`src/rtl/exec_sequencer_pkg.sv`:
```
// Shared opcode/funct constants, ALU command codes and sequencer states.
package exec_sequencer_pkg;

  localparam logic [5:0] OP_RTYPE = 6'b000000;
  localparam logic [5:0] OP_ADDI  = 6'b001000;
  localparam logic [5:0] FN_ADD   = 6'b100000;
  localparam logic [5:0] FN_SUB   = 6'b100010;

  typedef enum logic [1:0] {
    ALU_ADD  = 2'b00,
    ALU_SUB  = 2'b01,
    ALU_ADDI = 2'b10,
    ALU_NOP  = 2'b11
  } alu_op_e;

  typedef enum logic [1:0] {
    FETCH,
    DECODE,
    EXECUTE,
    WRITEBACK
  } state_e;

endpackage

```
`src/rtl/exec_sequencer_instr_decode.sv`:
```
// Combinational instruction decoder: maps IR fields to ALU op, destination and legality.
// Only the fields that matter are passed in, so the unused shamt bits never reach this block.
module instr_decode
  import exec_sequencer_pkg::*;
(
  input  logic [5:0] opcode,
  input  logic [4:0] rt,
  input  logic [4:0] rd,
  input  logic [5:0] funct,
  output alu_op_e    alu_op,
  output logic [4:0] dest,
  output logic       legal
);

  // Decode ADD/SUB (R-type, dest rd) and ADDI (dest rt); everything else is illegal.
  always_comb begin
    alu_op = ALU_NOP;
    dest   = '0;
    legal  = 1'b0;
    if (opcode == OP_RTYPE) begin
      if (funct == FN_ADD) begin
        alu_op = ALU_ADD;
        dest   = rd;
        legal  = 1'b1;
      end else if (funct == FN_SUB) begin
        alu_op = ALU_SUB;
        dest   = rd;
        legal  = 1'b1;
      end
    end else if (opcode == OP_ADDI) begin
      alu_op = ALU_ADDI;
      dest   = rt;
      legal  = 1'b1;
    end
  end

endmodule

```
`src/rtl/exec_sequencer.sv`:
```
// Four-state fetch/decode/execute/writeback sequencer driving the 2-bit-opcode ALU.
module exec_sequencer
  import exec_sequencer_pkg::*;
(
  input  logic        clk,
  input  logic        reset,
  output logic        instr_req,
  input  logic        instr_valid,
  input  logic [31:0] instr,
  output logic [31:0] pc,
  output logic [4:0]  rs_addr,
  output logic [4:0]  rt_addr,
  input  logic [31:0] rs_data,
  input  logic [31:0] rt_data,
  output logic [31:0] alu_a,
  output logic [31:0] alu_b,
  output logic [15:0] alu_imm,
  output logic [1:0]  alu_op,
  input  logic [31:0] alu_result,
  output logic        wb_en,
  output logic [4:0]  wb_addr,
  output logic [31:0] wb_data,
  output logic        illegal,
  output logic [31:0] retired
);

  state_e      state, state_next;
  logic [31:0] ir_q, a_q, b_q, res_q, pc_q, retired_q;
  logic [4:0]  dest_q;
  alu_op_e     op_q;
  logic        illegal_q;

  alu_op_e     dec_op;
  logic [4:0]  dec_dest;
  logic        dec_legal;

  instr_decode u_decode (
    .opcode (ir_q[31:26]),
    .rt     (ir_q[20:16]),
    .rd     (ir_q[15:11]),
    .funct  (ir_q[5:0]),
    .alu_op (dec_op),
    .dest   (dec_dest),
    .legal  (dec_legal)
  );

  // State register.
  always_ff @(posedge clk) begin
    if (reset) state <= FETCH;
    else       state <= state_next;
  end

  // Next-state and per-state strobes.
  always_comb begin
    state_next = state;
    instr_req  = 1'b0;
    alu_op     = ALU_NOP;
    wb_en      = 1'b0;
    case (state)
      FETCH: begin
        instr_req = 1'b1;
        if (instr_valid) state_next = DECODE;
      end
      DECODE:    state_next = dec_legal ? EXECUTE : FETCH;
      EXECUTE: begin
        alu_op     = op_q;
        state_next = WRITEBACK;
      end
      WRITEBACK: begin
        wb_en      = (dest_q != '0);
        state_next = FETCH;
      end
      default:   state_next = FETCH;
    endcase
  end

  // Datapath registers: IR/pc on fetch, operands on decode, result on execute, count on writeback.
  always_ff @(posedge clk) begin
    if (reset) begin
      pc_q      <= '0;
      ir_q      <= '0;
      a_q       <= '0;
      b_q       <= '0;
      res_q     <= '0;
      dest_q    <= '0;
      op_q      <= ALU_NOP;
      illegal_q <= 1'b0;
      retired_q <= '0;
    end else begin
      illegal_q <= 1'b0;
      case (state)
        FETCH: begin
          if (instr_valid) begin
            ir_q <= instr;
            pc_q <= pc_q + 32'd4;
          end
        end
        DECODE: begin
          a_q       <= rs_data;
          b_q       <= rt_data;
          op_q      <= dec_op;
          dest_q    <= dec_dest;
          illegal_q <= ~dec_legal;
        end
        EXECUTE:   res_q     <= alu_result;
        WRITEBACK: retired_q <= retired_q + 32'd1;
        default: ;
      endcase
    end
  end

  assign pc      = pc_q;
  assign rs_addr = ir_q[25:21];
  assign rt_addr = ir_q[20:16];
  assign alu_a   = a_q;
  assign alu_b   = b_q;
  assign alu_imm = ir_q[15:0];
  assign wb_addr = dest_q;
  assign wb_data = res_q;
  assign illegal = illegal_q;
  assign retired = retired_q;

endmodule

```
`config.mk`:
```
export PLATFORM = sky130hd
export DESIGN_NAME = exec_sequencer
export DESIGN_NICKNAME = d
export VERILOG_FILES = /design/src/rtl/exec_sequencer_pkg.sv /design/src/rtl/exec_sequencer_instr_decode.sv /design/src/rtl/exec_sequencer.sv
export SDC_FILE = /design/constraint.sdc
export NUM_CORES = 1
export LEC_CHECK = 0
export ABC_AREA = 0
export BUFFER_PORTS_ARGS = -buffer_cell sky130_fd_sc_hd__buf_2
export CAP_MARGIN = 20
export CORE_AREA = 2 2 160 115
export DETAILED_ROUTE_END_ITERATION = 6
export DIE_AREA = 0 0 162 117
export GPL_TIMING_DRIVEN = 0
export PLACE_DENSITY = 0.82
export SETUP_SLACK_MARGIN = 0.05
export SLEW_MARGIN = 15
export SYNTH_ARGS = -nofsm -noshare
export SYNTH_HDL_FRONTEND = slang
export SYNTH_SLANG_ARGS = --single-unit
```
`constraint.sdc`:
```
create_clock -name clk -period 2.55 [get_ports clk]
set_input_delay 0.6375 -clock clk [delete_from_list [all_inputs] [get_ports clk]]
set_output_delay 0.6375 -clock clk [all_outputs]
set_load 0.02 [all_outputs]
```
After elaboration in Yosys (flattened, before gate mapping) --
Index checks and enable logic that the tools add are counted. Widths: inputs -> output; s select.
Operators by class: add/sub/neg operators 2, equality and inequality tests 7, multiplexer cells 18, bitwise gates (word level) 2, reduce and logical (&&, ||, !) cells 5
Operators with widths (count):
- $add 32x1->32 const B | 1
- $add 32x3->32 const B | 1
- $mux 5 | 4
- $eq 6x6->1 const B | 2
- $mux 2 | 6
- $pmux 2 s4 | 1
- $mux 1 | 7
- $eq 6x4->1 const B | 1
- $logic_not 6->1 | 1
- $reduce_bool 5->1 | 1
- $eq 2x2->1 const B | 2
- $eq 2x1->1 const B | 1
- $logic_not 2->1 | 1
- $ne 2x2->1 const B | 1
- $not 1->1 | 2
- $reduce_and 2->1 | 1
- $reduce_or 2->1 | 1
Word-level totals: register bits after elaboration 202, bits of input ports 131, logic and storage cells 44

Longest topological paths before layout --
Gate-level depths: netlist of run 1.
depth after elaboration 6, depth in mapped cells 7

Modules after synthesis --
Synthesis of run 1 repeated with hierarchy kept, for this count alone.
Unflattened totals: cells, all modules 1008, area, all modules 7995.2 um^2
By module, submodules not included:
- exec_sequencer | instances 1, cells an instance 981, area each 7843.8 um^2, sequential area each 4003.8 um^2
- instr_decode | instances 1, cells an instance 27, area each 151.4 um^2, sequential area each 0.0 um^2

Worst setup path after synthesis of run 1 --
No wires, ideal clock.
path kind input to register, from in instr_valid, to reg pc_q[19] (netlist: pc[19]), data arrival time 2.226 ns, setup slack 0.254 ns, stages on the path 6, path buffers 2, path through or3b_1 -> buf_2 -> or4_1 -> buf_6 -> or3_1 -> a21oi_1
Between the ends: longest elaborated chain between the ends 1
Ends and longest elaborated chain:
- start, declared | RTL line exec_sequencer.sv:8 | input logic instr_valid,
- $reduce_and 2->1 (no line)
- end signal, assigned | RTL line exec_sequencer.sv:95 | pc_q <= pc_q + 32'd4;
- end, declared | RTL line exec_sequencer.sv:28 | logic [31:0] ir_q, a_q, b_q, res_q, pc_q, retired_q;
No other way between the ends. A chain may end at the register's enable or synchronous reset.

Worst setup path after layout of run 1 --
from reg pc_q[2] (netlist: pc[2]), to reg pc_q[26] (netlist: pc[26])
Between the ends: longest elaborated chain between the ends 1
Ends and longest elaborated chain (RTL line):
- $add 32x3->32 | exec_sequencer.sv:95
No other way between the ends.

==> impl_metrics.toml, run 1 <==
[layout]
antenna_cells = 0
post-route-util_pct = 58.4
sequential_cell_area_sq_mm = 0.00400
final_design_area_no_fill_sq_mm = 0.0103
finalNonFillerCells = 1548
area_growth_pct = 32.2
fin_nets = 1432
post_route_cells_drive_above_1_share_pct = 30.3
filler_cell_count = 1604
multi_input_comb_area_sq_mm = 0.00328

[floorplanning]
die_h_um = 117
floorplan.initialDensity_pct = 44.2
die_w_um = 162
io-pin-count = 327
core.rowCount = 41
dieArea_sq_mm = 0.0190
core_sq_mm = 0.0175

[critical_path]
worst_r2r_path_depth = 7
r2r_setup_slack_ns = 0.25
crit_arrival_ns = 2.61
critical_path_launch_point_type = "register"
cp_data_required_time_ns = 2.85
crit-reg2reg-launch = "pc[2]$_SDFFE_PP0P_"
endpoint_kind = "register"
rr_endpoint = "pc[26]$_SDFFE_PP0P_"
critical_path_class = "register to register"
cp_max_fo = 10

[detailed_routing]
vias_per_cell = 4.93
drt.antenna.violating_nets = 0
remaining_drc_errors = 0
detail_route.wirelength_um = 23600
detailroute.via_count = 7631
drt_iter0_drc = 454
wl_per_cell_um = 15.3
dr.pass1.iters = 5

[power_and_ir_drop]
netSwitchingPower_mw = 1.75
max-vdd-ir-drop_mv = 0.458
power_switching_share_pct = 26.5
clockPowerShare_pct = 39.9
power_share_of_the_sequential_group_pct = 49.7
power.total_mw = 6.61
power_per_standard_cell_area_mw_per_mm2 = 645
p_int_mw = 4.86
leakage_nw = 4.57
combinationalPowerShare_pct = 10.4

[sta]
totalNegativeSetupSlack_ns = 0
grt_setup_unrepaired = "no"
fin_worst_skew_ns = 0.0150
timing_max_transition_violations_final = 0
worst-slew-pin-transition_ns = 0.839
fin_ws_ns = 0.245
post-route-period-util_pct = 90.4
hold_slack_ns = 0.432
worst_slew_margin_pct = 44.1
hold_violations = 0
fmax_ghz = 0.434
period_needed_ns = 2.30
setup_viol = 0

[global_routing]
grt_max_degree = 19
wire_length_of_the_first_global_routing_pass_um = 35000
number_of_antenna_violations_at_the_first_check_in_global_routing = 0
grt_overflow = 0
grt.total_usage_pct = 23.6
grt_pass1_vias = 6821

[min_path]
worstHoldStart = "rs_data[9]"
worstHoldPathCells = 3
hold_path.class = "primary input to register"
whs_endpoint = "alu_a[9]$_SDFFE_PP0N_"

[placement]
io_buffer_count = 323
place_worst_setup_slack_ns = 0.0140
gp_congestion = 0.862
hpwlAfterDp_um = 18100
placement_cell_area_sq_mm = 0.00967
place_inst = 1516

[yosys]
synth.distinct_cells = 38
synth.cell_area_sq_mm = 0.00776
synth_seq_area_share_pct = 51.6
postSynthCellCount = 956
yosysWarningCount = 0
synth.avg_cell_area_sq_um = 8.11
ys_seq_elements = 200

[clock_network]
postCtsSetupRepairBufs = 0
clkSinkCount = 200
cts_buffers = 17
holdBufCountCts = 0
clkTransAtPathRegs_ns = 0.08
clock_tree_from_tritoncts = "built"
clk_latency_ns = 0.43
cts.path.max_buffers = 2
cts_max_level = 4
clk_root_buffer_cell = "sky130_fd_sc_hd__clkbuf_16"
ctsResizeCount = 1

[outcome]
run_status = "completed"

[run]
number_of_violations_of_the_max_capacitance_limit = 0
==> synth_stat cells (all sizes together) <==
library cell  count  area (sq um)
a211o             1          8.76
a21oi           140           701
a221oi            5          43.8
a31oi             1          6.26
and2              4          25.0
and3              4          25.0
and3b             1          8.76
and4              6          52.6
buf              34           244
clkbuf           55           206
conb              1          3.75
dfxtp           200          4000
ha                2          25.0
inv               8          30.0
nand2           276          1040
nand2b            4          25.0
nand3            15          75.1
nand4            23           144
nand4bb           1          11.3
nor2             73           274
nor2b             2          12.5
nor3             19           120
nor4              5          67.6
o21a              1          7.51
o21ai             8          40.0
or2               2          12.5
or3               8          50.1
or3b              1          8.76
or4               3          22.5
or4b              1          10.0
xnor2            21           184
xor2             31           272
==> per-layer routing <==
metal  track usage (%)  wire length [um]  up-vias
met5                 0                 0        -
met4              6.25               264        0
met3              6.17              1730       25
met2              39.3             11100      279
met1              30.8             10500     3529
li1                  -                 -     3798
==> logic make-up after synthesis <==
logic type                 share of synthesized area (%)
buffers and inverters                               6.19
adders and majority gates                          0.323
AOI/OAI and AO/OA                                   10.4
other                                             0.0483
xor gates and xnor gates                            5.87
and+or+nand+nor                                     25.5
DFF                                                 51.6
==> state kept, by name, summed over array words and instances (netlist names), named ones only <==
signal / cells
alu_a: 32
alu_b: 32
ir_q: 32
retired: 32
wb_data: 32
pc: 30
wb_addr: 5
op_q: 2
illegal: 1
state: 1
==> worst max-delay path by stage <==
stage	start	endpoint	slack, ns	cells past startpoint
floorplan	instr_valid	pc[19]$_SDFFE_PP0P_	0.25	6
global placement	instr_valid	pc[31]$_SDFFE_PP0P_	0.04	8
detailed placement	instr_valid	pc[19]$_SDFFE_PP0P_	0.01	7
CTS	state[0]$_SDFFE_PP0P_	retired[31]$_SDFFE_PP0P_	0.17	6
global route	pc[2]$_SDFFE_PP0P_	pc[26]$_SDFFE_PP0P_	0.10	7
finish	pc[2]$_SDFFE_PP0P_	pc[26]$_SDFFE_PP0P_	0.25	7
==> area by class of cell <==
cell class / count / share of cell area [%]
inverters: 8 / 0.293
repair buffers: 323 / 15.8
clock inverters: 13 / 1.35
well taps: 236 / 2.88
multi-input cells: 660 / 32.0
clock buffers: 19 / 4.22
plain buffers: 89 / 4.41
flip-flops and latches: 200 / 39.1
==> power groups by stage <==
| stage | clock [mW] | combinational (mW) | sequential, mW |
|---|---|---|---|
| after floorplan | 0 | 0.318 | 3.43 |
| after global placement | 0 | 0.683 | 3.35 |
| after detailed placement | 0 | 0.693 | 3.36 |
| after CTS | 2.67 | 0.695 | 3.29 |
| after global routing | 2.80 | 0.761 | 3.30 |
| final | 2.64 | 0.690 | 3.29 |
==> layout by cell type, fill, tap and decap left out, types with 2 or more instances in the layout <==
cell type,instances
sky130_fd_sc_hd__nand2_1,276
sky130_fd_sc_hd__nor2b_1,2
sky130_fd_sc_hd__and2_1,4
sky130_fd_sc_hd__xnor2_1,21
sky130_fd_sc_hd__nand3_1,15
sky130_fd_sc_hd__nor3_1,14
sky130_fd_sc_hd__nor4_4,2
sky130_fd_sc_hd__clkbuf_1,56
sky130_fd_sc_hd__inv_1,8
sky130_fd_sc_hd__or2_2,2
sky130_fd_sc_hd__buf_2,326
sky130_fd_sc_hd__clkbuf_16,17
sky130_fd_sc_hd__xor2_1,31
sky130_fd_sc_hd__o21ai_0,8
sky130_fd_sc_hd__nand2b_1,4
sky130_fd_sc_hd__and3_1,4
sky130_fd_sc_hd__nor3_2,4
sky130_fd_sc_hd__conb_1,2
sky130_fd_sc_hd__inv_6,2
sky130_fd_sc_hd__nor4_1,2
sky130_fd_sc_hd__a21oi_1,140
sky130_fd_sc_hd__a221oi_1,5
sky130_fd_sc_hd__inv_8,3
sky130_fd_sc_hd__ha_1,2
sky130_fd_sc_hd__clkinv_4,4
sky130_fd_sc_hd__clkinvlp_4,3
sky130_fd_sc_hd__buf_4,28
sky130_fd_sc_hd__or4_1,3
sky130_fd_sc_hd__buf_1,2
sky130_fd_sc_hd__and4_1,6
sky130_fd_sc_hd__nand4_1,23
sky130_fd_sc_hd__dfxtp_1,200
sky130_fd_sc_hd__or3_1,8
sky130_fd_sc_hd__nor2_1,73
==> critical path, stage by stage, from the launching register on <==
cell and delay, ns:
sky130_fd_sc_hd__dfxtp_1 0.43, sky130_fd_sc_hd__ha_1 0.22, sky130_fd_sc_hd__nand4bb_1 0.19, sky130_fd_sc_hd__or4_1 0.59, sky130_fd_sc_hd__clkbuf_1 0.27, sky130_fd_sc_hd__nor3_1 0.28, sky130_fd_sc_hd__xnor2_1 0.15, sky130_fd_sc_hd__nor2_1 0.06
Power figures use the tool's default switching activity.
==> run 2, diff against run 1 <==
CORE_AREA = 2 2 131 145   (was 2 2 160 115)
DIE_AREA = 0 0 133 147   (was 0 0 162 117)
PLACE_DENSITY = 0.81   (was 0.82)
SYNTH_HIERARCHICAL = 1   (was default)
==> run 2 against run 1 <==
Net effect: worst setup slack worse by 0.015 ns; fmax down 0.66%; area after synthesis up 3.1%; highest routed layer is now met5; largest power group unchanged; clock power decreased by 4%; total power is 1.5% lower; first-iteration DRC count increased by 5.5%; sequential power is essentially flat; via count is 8.3% higher; critical path type is now register to output pin.
==> impl_metrics.toml, run 2 <==
[clock_network]
postCtsSetupRepairBufs = 0
clkTransAtPathRegs_ns = 0.08
clock_tree_from_tritoncts = "built"
clk_root_buffer_cell = "sky130_fd_sc_hd__clkbuf_16"
holdBufCountCts = 0
clk_latency_ns = 0.43
cts.path.max_buffers = 2
clkSinkCount = 200
cts_max_level = 4
cts_buffers = 17

[detailed_routing]
vias_per_cell = 5.13
dr.pass1.iters = 5
detail_route.wirelength_um = 24800
wl_per_cell_um = 15.4
remaining_drc_errors = 0
drt_iter0_drc = 479
detailroute.via_count = 8261
drt.antenna.violating_nets = 0

[layout]
post-route-util_pct = 57.7
fin_nets = 1485
post_route_cells_drive_above_1_share_pct = 28.7
area_growth_pct = 31.0
mostFrequentLayoutCell = "sky130_fd_sc_hd__buf_2"
layout_common_cells = "327 x sky130_fd_sc_hd__buf_2, 300 x sky130_fd_sc_hd__nand2_1, 200 x sky130_fd_sc_hd__dfxtp_1"
finalNonFillerCells = 1609
final_design_area_no_fill_sq_mm = 0.0105

[global_routing]
number_of_antenna_violations_at_the_first_check_in_global_routing = 3
grt_overflow = 0
grt.total_usage_pct = 24.6
wire_length_of_the_first_global_routing_pass_um = 38700
grt_pass1_vias = 7699
grt_max_degree = 19

[sta]
fmax_ghz = 0.431
fin_worst_skew_ns = 0.00920
post-route-period-util_pct = 91.0
grt_setup_unrepaired = "no"
period_needed_ns = 2.32
timing_max_transition_violations_final = 0
setup_viol = 0
hold_violations = 0
worst-slew-pin-transition_ns = 0.784
worst_slew_margin_pct = 47.7
hold_slack_ns = 0.436

[yosys]
synth.cell_area_sq_mm = 0.00800
synth-simple-area-share_pct = 26.2
synth_enable_flop_cells = 0
synth_xor_xnor_area_share_pct = 2.30
synth_seq_area_share_pct = 50.1
synth-compound-area-share_pct = 14.6
yosysWarningCount = 6
combinational_family_with_the_most_area_after_synthesis = "simple AND/OR/NAND/NOR gates"
synth.avg_cell_area_sq_um = 7.93
most_frequent_cell_after_synthesis = "sky130_fd_sc_hd__nand2_1"
synth_top_area_share_pct = 50.1
synth.top_cells.by_area = "sky130_fd_sc_hd__dfxtp_1 50%, sky130_fd_sc_hd__nand2_1 14%, sky130_fd_sc_hd__a21oi_1 11%"
synth.distinct_cells = 33
postSynthCellCount = 1008
ys_seq_elements = 200
ys.flop_type = "sky130_fd_sc_hd__dfxtp_1"
synthesized_area_fraction_occupied_by_adder_cells_pct = 0.313
ys_async_sr_fraction_pct = 0
muxShareOfSynthArea_pct = 0.141
synth_top_cells_by_count = "300 x sky130_fd_sc_hd__nand2_1, 200 x sky130_fd_sc_hd__dfxtp_1, 182 x sky130_fd_sc_hd__a21oi_1"
synth_top_area_cell = "sky130_fd_sc_hd__dfxtp_1"

[placement]
placement_cell_area_sq_mm = 0.00992
gp_congestion = 0.842
hpwlAfterDp_um = 18700
io_buffer_count = 324
place_inst = 1576

[critical_path]
critical_path_launch_point_type = "register"
timing.critical_path.mode_cell = "sky130_fd_sc_hd__clkbuf_2"
worst_path_cell_trace = "clkbuf_2 > nor2b_1 > clkbuf_2 > nand2b_1 > buf_2"
endpoint_kind = "output pin"
critical_path_class = "register to output pin"
worst_path_max_delay_cell = "sky130_fd_sc_hd__dfxtp_1"
crit_arrival_ns = 1.68
worst_r2r_path_depth = 6
cp_max_fo = 10
cp_data_required_time_ns = 1.91
critical-path-max-stage-delay_ns = 0.38

[floorplanning]
core.rowCount = 52
dieArea_sq_mm = 0.0196
die_w_um = 133
core_sq_mm = 0.0182
die_h_um = 147
io-pin-count = 327
floorplan.initialDensity_pct = 44.0

[min_path]
worstHoldPathCells = 3
hold_path.class = "primary input to register"

[power_and_ir_drop]
leakage_nw = 4.49
power_per_standard_cell_area_mw_per_mm2 = 622
max-vdd-ir-drop_mv = 0.414

[outcome]
run_status = "completed"

[run]
number_of_violations_of_the_max_capacitance_limit = 0
[run 2: cell count changes after synthesis, moves of 16 or more]
cell                      change
sky130_fd_sc_hd__a21oi_1     +42
sky130_fd_sc_hd__nand2_1     +24
sky130_fd_sc_hd__nor2_1      -44
sky130_fd_sc_hd__o31ai_1     +25
sky130_fd_sc_hd__or4_1       +25
sky130_fd_sc_hd__xnor2_1     -16
[run 2: kinds of logic after synthesis]
kind of cell             Yosys count
other                              1
buffers and inverters            106
XOR/XNOR                          21
adder cells (fa/ha/maj)            2
AND/OR/NAND/NOR                  457
multiplexers                       1
flip-flops                       200
AO/OA/AOI/OAI                    220
[run 2: per-layer routing]
layer  vias up  track usage [%]  share of wire (%)
met5         -                0              0.028
met4         2             8.17                2.4
li1       4092                -                  -
met2       272             41.0                 48
met1      3850             31.1                 43
met3        45             6.59                6.6
[run 2: timing repair]
action	in CTS	in global routing
endpoints found under the setup margin	3	0
gates resized for setup	3	0
hold endpoints to repair	0	0
[run 2: final timing paths]
| check | startpoint | to | slack [ns] |
|---|---|---|---|
| min | rs_data[2] | alu_a[2]$_SDFFE_PP0N_ | 0.44 |
| min reg2reg | alu_b[9]$_SDFFE_PP0N_ | alu_b[9]$_SDFFE_PP0N_ | 0.45 |
| max | register | alu_op[0] | 0.23 |
| max reg2reg | register | ir_q[29]$_SDFFE_PP0P_ | 0.37 |
[run 2: power breakdown]
part	leakage (nW)	internal, mW	switching [mW]
registers	1.62	3.22	0.0598
logic	2.61	0.253	0.437
clock network	0.261	1.27	1.27
total	4.49	4.74	1.77
[run 2: through the flow]
stage | total power [mW] | worst slack, ns | TNS, ns
2_1_floorplan | 3.74 | 0.530 | 0
3_5_place_dp | 4.04 | 0.0108 | 0
6_report | 6.51 | 0.230 | 0
5_1_grt | 6.76 | 0.0937 | 0
4_1_cts | 6.56 | 0.177 | 0
3_3_place_gp | 4.03 | -0.00137 | -0.00137
[run 2: cell type report]
class | count | area (sq um)
tap | 243 | 304
clock buffer | 17 | 425
timing repair buffer | 324 | 1620
clock inverter | 14 | 119
multi-input combinational | 703 | 3480
inverter | 10 | 37.5
fill | 1728 | 7670
antenna | 2 | 5.00
sequential | 200 | 4000
buffer | 96 | 479
[run 2: worst max-delay path, delay by kind of cell, from the launching register on]
family / cells / cell delay (ns)
simple gates: 2 / 0.24
flops: 1 / 0.38
buf+inv: 3 / 0.64
==> run 3, diff against run 2 <==
BUFFER_PORTS_ARGS = -buffer_cell sky130_fd_sc_hd__buf_4   (was -buffer_cell sky130_fd_sc_hd__buf_2)
==> run 3 against run 2 <==
Net effect: sequential power hardly changed; clock skew is 0.0016 ns higher; global-route usage is 0.40 points higher; sequential cell count stayed put; die area stayed put; final area is 8.0% higher; hold slack better by 0.0060 ns; clock-buffer cell count is 1 higher.
==> impl_metrics.toml, run 3 (synthesis gave the netlist of run 2 again) <==
[critical_path]
critical_path_class = "register to output pin"
timing.critical_path.mode_cell = "sky130_fd_sc_hd__clkbuf_2"
worst-path-stages = 5
cp.buffers_inverters = 3
endpoint_kind = "output pin"
worst_r2r_path_depth = 5
worst_path_max_delay_cell = "sky130_fd_sc_hd__dfxtp_1"
critical_path_launch_point_type = "register"
crit_arrival_ns = 1.67
cp_max_fo = 10
cp_data_required_time_ns = 1.91
critical-path-max-stage-delay_ns = 0.37
cp_top_family = "buffers and inverters"
worst_path_cell_trace = "clkbuf_2 > nor2b_1 > clkbuf_2 > nand2b_1 > buf_4"

[sta]
hold_violations = 0
post-route-period-util_pct = 90.4
hold_slack_ns = 0.442
timing_max_transition_violations_final = 0
worst-slew-pin-transition_ns = 0.730
period_needed_ns = 2.31
worst_slew_margin_pct = 51.3
fin_worst_skew_ns = 0.0108
fmax_ghz = 0.434
setup_viol = 0
grt_setup_unrepaired = "no"

[clock_network]
cts.path.max_buffers = 2
clkSinkCount = 200
clock_tree_from_tritoncts = "built"
postCtsSetupRepairBufs = 0
clkTransAtPathRegs_ns = 0.08
cts_buffers = 17
clk_root_buffer_cell = "sky130_fd_sc_hd__clkbuf_16"
clk_latency_ns = 0.43
holdBufCountCts = 0
cts_max_level = 4

[placement]
place_inst = 1576
io_buffer_count = 324
hpwlAfterDp_um = 19300
gp_congestion = 0.837

[floorplanning]
core_sq_mm = 0.0182
die_h_um = 147
core.rowCount = 52
io-pin-count = 327
floorplan.initialDensity_pct = 44.0
die_w_um = 133
dieArea_sq_mm = 0.0196

[detailed_routing]
drt.antenna.violating_nets = 0
drt_iter0_drc = 364
detailroute.via_count = 8317
dr.pass1.iters = 5
vias_per_cell = 5.18
detail_route.wirelength_um = 25600
wl_per_cell_um = 15.9
remaining_drc_errors = 0

[layout]
area_growth_pct = 41.6
post_route_cells_drive_above_1_share_pct = 28.7
filler_cell_count = 1581
multi_input_comb_area_sq_mm = 0.00348
sequential_cell_area_sq_mm = 0.00400
finalNonFillerCells = 1607
antenna_cells = 0
mostFrequentLayoutCell = "sky130_fd_sc_hd__buf_4"
fin_nets = 1485
layout_common_cells = "352 x sky130_fd_sc_hd__buf_4, 300 x sky130_fd_sc_hd__nand2_1, 200 x sky130_fd_sc_hd__dfxtp_1"

[global_routing]
grt_max_degree = 19
wire_length_of_the_first_global_routing_pass_um = 39300
grt_pass1_vias = 7655
number_of_antenna_violations_at_the_first_check_in_global_routing = 0
grt_overflow = 0
grt.total_usage_pct = 25.0

[power_and_ir_drop]
max-vdd-ir-drop_mv = 0.448
power_per_standard_cell_area_mw_per_mm2 = 597
power_share_of_the_sequential_group_pct = 48.6
clockPowerShare_pct = 39.6
p_int_mw = 4.98
power_switching_share_pct = 26.3
leakage_nw = 4.61
combinationalPowerShare_pct = 11.8
netSwitchingPower_mw = 1.78

[run]
number_of_violations_of_the_max_capacitance_limit = 0

[min_path]
worstHoldPathCells = 3
hold_path.class = "primary input to register"

[outcome]
run_status = "completed"
-- run 3: cell type report --
type	instances	area share (%)
clock inverters	13	1.24
repair buffers	324	21.5
flip-flops and latches	200	35.4
multi-input cells	703	30.8
plain buffers	96	4.23
well taps	243	2.69
inverters	10	0.332
clock buffers	18	3.88
-- run 3: power groups by stage --
| stage | Combinational, mW | Clock (mW) | Sequential, mW |
|---|---|---|---|
| floorplan | 0.321 | 0 | 3.42 |
| global placement | 0.787 | 0 | 3.35 |
| detailed placement | 0.797 | 0 | 3.35 |
| CTS | 0.799 | 2.71 | 3.28 |
| global route | 0.861 | 2.82 | 3.29 |
| finish | 0.796 | 2.68 | 3.28 |
-- run 3: metal layers --
metal,GRT usage (%),vias up,part of all wire (%)
li1,-,4083,-
met1,30.9,3918,42
met2,42.1,269,49
met3,6.56,47,6.4
met4,9.25,0,2.7
met5,0,-,0
-- run 3: timing repair --
item | 4_1_cts | 5_1_grt
hold endpoints to repair | 0 | 0
endpoints found under the setup margin | 3 | 3
gates resized for setup | 1 | 3
-- run 3: metrics by stage --
| stage | util [%] | setup WS, ns | power [mW] | cell area (sq um) | TNS, ns |
|---|---|---|---|---|---|
| after floorplan | - | 0.530 | 3.74 | 8000 | 0 |
| after global placement | 59.1 | 0.0146 | 4.14 | 10700 | 0 |
| after detailed placement | 59.1 | -0.0615 | 4.15 | 10700 | -0.0906 |
| after CTS | 62.3 | 0.0685 | 6.79 | 11300 | 0 |
| after global routing | 62.4 | 0.108 | 6.97 | 11300 | 0 |
| final | 62.4 | 0.245 | 6.76 | 11300 | 0 |
-- run 3: worst paths after layout --
check	from	to	slack [ns]
setup / recovery	register	alu_op[0]	0.24
hold / removal	alu_result[13]	wb_data[13]$_SDFFE_PP0N_	0.44
setup reg to reg	pc[4]$_SDFFE_PP0P_	pc[24]$_SDFFE_PP0P_	0.28
hold reg to reg	alu_a[24]$_SDFFE_PP0N_	alu_a[24]$_SDFFE_PP0N_	0.45
-- run 3: worst min-delay path, cell delays in order --
cell and delay [ns]:
sky130_fd_sc_hd__buf_4 0.11, sky130_fd_sc_hd__nand2_1 0.04, sky130_fd_sc_hd__a21oi_1 0.05
